$ cat src/rtl/trid_pkg.sv
// Shared constants and types for the transaction-ID tracker.
// Per-entry lifecycle: FREE -> PENDING (allocated) -> READY (response back) -> FREE (drained).
package trid_pkg;

  localparam int TRIDNUM = 16;
  localparam int TRIDBIT = 4;
  localparam int TAG_W   = 8;

  typedef logic [TRIDBIT-1:0] trid_t;

  typedef enum logic [1:0] {
    FREE    = 2'd0,
    PENDING = 2'd1,
    READY   = 2'd2
  } trid_state_e;

endpackage

$ cat src/rtl/trid_free_pick.sv
// Lowest-index priority encoder over the FREE vector.
// Produces the index of the first free entry and an any-free flag.
module trid_free_pick #(
  parameter int TRIDNUM = 16,
  parameter int TRIDBIT = 4
) (
  input  logic [TRIDNUM-1:0] free_vec,
  output logic [TRIDBIT-1:0] pick_idx,
  output logic               pick_any
);

  // scan from the top down so the lowest set bit is the last one to win
  always_comb begin
    pick_idx = {TRIDBIT{1'b0}};
    pick_any = |free_vec;
    for (int i = TRIDNUM - 1; i >= 0; i--) begin
      pick_idx = free_vec[i] ? TRIDBIT'(i) : pick_idx;
    end
  end

endmodule

$ cat src/rtl/trid_tracker.sv
// Transaction-ID tracker: allocates TRIDs, tracks responses, drives the
// ready vector to the select mux and frees entries on the drain handshake.
module trid_tracker
  import trid_pkg::*;
#(
  parameter int TRIDNUM = trid_pkg::TRIDNUM,
  parameter int TRIDBIT = trid_pkg::TRIDBIT,
  parameter int TAG_W   = trid_pkg::TAG_W
) (
  input  logic               i_clk,
  input  logic               i_rst,
  input  logic               i_alloc_req,
  input  logic [TAG_W-1:0]   i_alloc_tag,
  output logic               o_alloc_gnt,
  output logic [TRIDBIT-1:0] o_alloc_trid,
  output logic               o_full,
  input  logic               i_rsp_valid,
  input  logic [TRIDBIT-1:0] i_rsp_trid,
  output logic [TRIDNUM-1:0] o_ready,
  input  logic               i_drain_en,
  input  logic [TRIDBIT-1:0] i_drain_sel,
  output logic [TAG_W-1:0]   o_drain_tag,
  output logic [TRIDBIT:0]   o_count,
  output logic               o_err
);

  localparam int CNT_W = TRIDBIT + 1;

  trid_state_e        state_r [TRIDNUM];
  logic [TAG_W-1:0]   tag_r   [TRIDNUM];
  logic [CNT_W-1:0]   count_r;
  logic               err_r;

  logic [TRIDNUM-1:0] free_vec_s;
  logic [TRIDNUM-1:0] ready_vec_s;
  logic [TRIDBIT-1:0] pick_idx_s;
  logic               pick_any_s;
  logic               alloc_gnt_s;
  logic               rsp_ok_s;
  logic               rsp_err_s;
  logic               drain_ok_s;
  logic               drain_err_s;
  logic [CNT_W-1:0]   count_nxt_s;

  // decode registered per-entry state into FREE and READY bit vectors
  always_comb begin
    free_vec_s  = {TRIDNUM{1'b0}};
    ready_vec_s = {TRIDNUM{1'b0}};
    for (int n = 0; n < TRIDNUM; n++) begin
      free_vec_s[n]  = (state_r[n] == FREE);
      ready_vec_s[n] = (state_r[n] == READY);
    end
  end

  trid_free_pick #(
    .TRIDNUM (TRIDNUM),
    .TRIDBIT (TRIDBIT)
  ) u_free_pick (
    .free_vec (free_vec_s),
    .pick_idx (pick_idx_s),
    .pick_any (pick_any_s)
  );

  // handshake qualification; FREE set comes from registers so a same-cycle
  // drain never feeds the grant path
  always_comb begin
    alloc_gnt_s = i_alloc_req & pick_any_s;
    rsp_ok_s    = i_rsp_valid & (state_r[i_rsp_trid] == PENDING);
    rsp_err_s   = i_rsp_valid & ~rsp_ok_s;
    drain_ok_s  = i_drain_en & (state_r[i_drain_sel] == READY);
    drain_err_s = i_drain_en & ~drain_ok_s;
    count_nxt_s = count_r + CNT_W'(alloc_gnt_s) - CNT_W'(drain_ok_s);
  end

  // entry state, tag storage, occupancy and error pulse registers
  always_ff @(posedge i_clk) begin
    if (i_rst) begin
      for (int n = 0; n < TRIDNUM; n++) begin
        state_r[n] <= FREE;
        tag_r[n]   <= {TAG_W{1'b0}};
      end
      count_r <= {CNT_W{1'b0}};
      err_r   <= 1'b0;
    end else begin
      if (alloc_gnt_s) begin
        state_r[pick_idx_s] <= PENDING;
        tag_r[pick_idx_s]   <= i_alloc_tag;
      end
      if (rsp_ok_s) begin
        state_r[i_rsp_trid] <= READY;
      end
      if (drain_ok_s) begin
        state_r[i_drain_sel] <= FREE;
      end
      count_r <= count_nxt_s;
      err_r   <= rsp_err_s | drain_err_s;
    end
  end

  assign o_alloc_gnt  = alloc_gnt_s;
  assign o_alloc_trid = pick_idx_s;
  assign o_full       = (count_r == CNT_W'(TRIDNUM));
  assign o_ready      = ready_vec_s;
  assign o_drain_tag  = tag_r[i_drain_sel];
  assign o_count      = count_r;
  assign o_err        = err_r;

endmodule

$ cat config.mk
export PLATFORM = sky130hd
export DESIGN_NAME = trid_tracker
export DESIGN_NICKNAME = d
export VERILOG_FILES = /design/src/rtl/trid_pkg.sv /design/src/rtl/trid_free_pick.sv /design/src/rtl/trid_tracker.sv
export SDC_FILE = /design/constraint.sdc
export NUM_CORES = 1
export LEC_CHECK = 0
export BUFFER_PORTS_ARGS = -buffer_cell sky130_fd_sc_hd__buf_2
export CORE_MARGIN = 4
export CORE_UTILIZATION = 50
export DETAILED_ROUTE_END_ITERATION = 10
export GPL_TIMING_DRIVEN = 0
export HOLD_SLACK_MARGIN = 0.02
export PLACE_DENSITY = 0.79
export SKIP_LAST_GASP = 1
export SLEW_MARGIN = 20
export SYNTH_ARGS = -nofsm -noshare
export SYNTH_HDL_FRONTEND = slang
export SYNTH_SLANG_ARGS = --single-unit
$ cat constraint.sdc
create_clock -name i_clk -period 3.4 [get_ports i_clk]
set_clock_uncertainty 0.05 [all_clocks]
set_input_delay 0.34 -clock i_clk [delete_from_list [all_inputs] [get_ports i_clk]]
set_output_delay 0.34 -clock i_clk [all_outputs]
set_load 0.01 [all_outputs]
==> impl_results.md <==
* Total number of H-tree levels at 4
* Sequential share of the synthesized area at 56.8%
* Synth Register Bits at 166
* Asr flop ratio synth at 0%
* Worst-Skew Late Latency at 430 ps
* CP Max Fanout at 5
* Commonest non-fill, non-tap cell in the layout: nor2_1
* CP Capture Type: flip-flop
* Compound-Gate Fraction of Synth Area at 8.69%
* Num CTS Buffers at 17
* Share of cells above drive strength 1 at 20.9%
* Startpoint Class: flip-flop
* Unique masters post-synth at 60
* 1st-iter DRT viols at 693
* Clk buf depth at 2
* Crit path DAT at 3480 ps
* Synth Flop Type: edfxtp_1
* Multi-input gate area at 3280 um2
* CTS tree: built
* Design Power at 4840 uW
* Final hold slack at 260 ps
* Fillers at 1282
* Core footprint at 15900 um2
* FF/Latch Area at 4610 um2
* First-pass DRT Iterations at 7
* Crit share post-route at 93.8%
* Critical path data required time at 3700 ps
* Largest net degree at the start of global routing at 17
* Max cap viols at 0
* Setup CP Type: reg -> reg
* Total gr overflow at 0
* Yosys warns at 0
* Chip Width at 135 um
* Most frequent cells in the layout: 130 x nor2_1, 128 x edfxtp_1, 69 x buf_2
* GPL Wtd Cong at 1.04
* Worst reg2reg setup slack at 210 ps
* Final wirelength at 21.4 mm
* Final min period at 3190 ps
* Syn nets at 710
* Pre-CTS WS at -115 ps
* Nets at 785
* Global-route wire length before repair at 33.5 mm
* Synthesized-area fraction occupied by adder cells at 1.17%
* DR vias/cell at 6.13
* Largest family of logic cells by synthesized area: simple AND/OR/NAND/NOR gates
* GRT Util Overall at 24.5%
* Slew HR at 34.8%
* Initial antenna violation count at 0
* Status: completed
* # setup viols final at 0
* Diode count at 0
* Starting density of the core at 51.0%
* PwrDens at 521 nW/um2
* Hold Path Class: in -> reg
* Setup TNS at 0 ps
* Die height at 135 um
* Worst slew pin tran at 971 ps
* Ports at 57
* Multiplexer share of the synthesized area at 12.3%
* Clock sinks at 166
* Leakage power at 0.00334 uW
* Mapped Cells at 682
* Achievable frequency at 0.314 GHz
* Final WS setup at 212 ps
* Die footprint at 18300 um2
* Fin. max-slew vios at 0
* Peak supply drop at 0.456 mV
* DRC violations left at 0
* Xor/xnor share of the synthesized area at 0.324%
* Final ANT Viol Nets at 0
* Avg Cell Area, Syn at 11.9 um2
* Utilization after layout at 58.5%
* RSZ-0062 raised after global routing: no
* Synth Area in Simple Gates at 17.7%
* Area delta synth->final at 14.7%
* Cell Rows at 46
* Via count at 6035
* Post-synthesis cell area at 8100 um2
* Final Hold Viols at 0
* Hpwl dp at 15.3 mm
* Routed length per placed instance at 21.7 um
* Vias in the first global route at 5948
* Number of buffers added on ports at 54
* Clock transition at path regs at 60 ps
* Number of flops mapped to enable cells by yosys at 128
* Root Driver: clkbuf_16
worst max-delay path, cell delays in order (launching register included):
cell      delay, ps
dfxtp_4         370
and3b_1         180
o21ai_2         170
o21ai_0         110
a22oi_1         290
o311ai_2        160
and2_1          210
ha_1            270
inv_1            40
ha_1            180
inv_1            90
fa_2            220
inv_1            40
a21oi_1         150
nor2_1           70
or3_1           350
a21oi_1         140
cell families after synthesis:
kind of cell / Yosys count
muxes: 49
xor gates and xnor gates: 3
DFF: 166
and+or+nand+nor: 296
adders and majority gates: 7
buffers and inverters: 58
AOI/OAI and AO/OA: 103
stage by stage:
step                      area (um2)  instances
after CTS                       9250        983
after global routing            9300        985
after global placement          8640        952
after detailed placement        8640        952
after floorplan                 8100        682
final                           9300        985
per-layer routing:
layer / GRT usage [%] / up-vias / wire length, um
met5: 0 / - / 0
met2: 40.2 / 381 / 10600
met1: 33.6 / 2926 / 8280
met3: 4.27 / 48 / 1950
li1: - / 2680 / -
met4: 7.95 / 0 / 603
state kept, by name (all words and copies together) (netlist names):
signal / count
state_r: 32
tag_r: 128
o_count: 5
o_err: 1
report_power, final:
part	internal, uW	total (uW)	switching [uW]
combinational	198	544	345
sequential	2260	2300	36.7
clock	1230	2000	772
final timing paths:
kind                       start             end  cells after the start
setup / recovery  state_r[14][0]      o_count[4]                     16
setup reg to reg  state_r[14][0]      o_count[4]                     16
hold / removal       i_rsp_valid           o_err                      3
hold reg to reg   state_r[15][1]  state_r[15][1]                      2
final cells by class:
class / instances / area share (%)
clock buffers: 20 / 4.70
flip-flops and latches: 166 / 49.6
well taps: 216 / 2.91
clock inverters: 11 / 1.87
inverters: 25 / 1.01
repair buffers: 56 / 3.07
multi-input cells: 458 / 35.3
plain buffers: 33 / 1.57
synth_stat cells (3+ instances only):
library cell  instances  share of area, %
buf_1                 4              0.19
nor2b_1              25               1.9
or3_1                 4              0.31
or2_2                 3              0.23
ha_1                  6              0.93
o21ai_0              23               1.4
and2_1               35               2.7
nor3_1                9              0.56
o32ai_1              11               1.2
mux2i_1               7              0.86
buf_2                15              0.93
nand2_1              47               2.2
a31oi_1               7              0.54
a21oi_1              18               1.1
o2111ai_1             3              0.32
nor2_1              130               6.0
o22a_1                6              0.65
o22ai_1              10              0.77
o311ai_0              4              0.43
nand3b_1             10              0.93
inv_1                23               1.1
o31ai_1               4              0.37
edfxtp_1            128                47
nand3_1               6              0.37
nand2b_1              7              0.54
dfxtp_1              38               9.4
nand4_1               3              0.23
clkbuf_1             13              0.60
mux4_2               40                11
nor3b_1               4              0.37
a211oi_1              3              0.28
repair_timing:
| item | CTS | global route |
|---|---|---|
| endpoints found under the hold margin | 0 | 0 |
| hold buffers | 0 | 0 |
| endpoints found under the setup margin | 1 | 1 |
| pin swaps | 0 | 2 |
| setup buffers | 0 | 2 |
| resized for setup | 1 | 9 |
(Power assumes the default switching activity.)
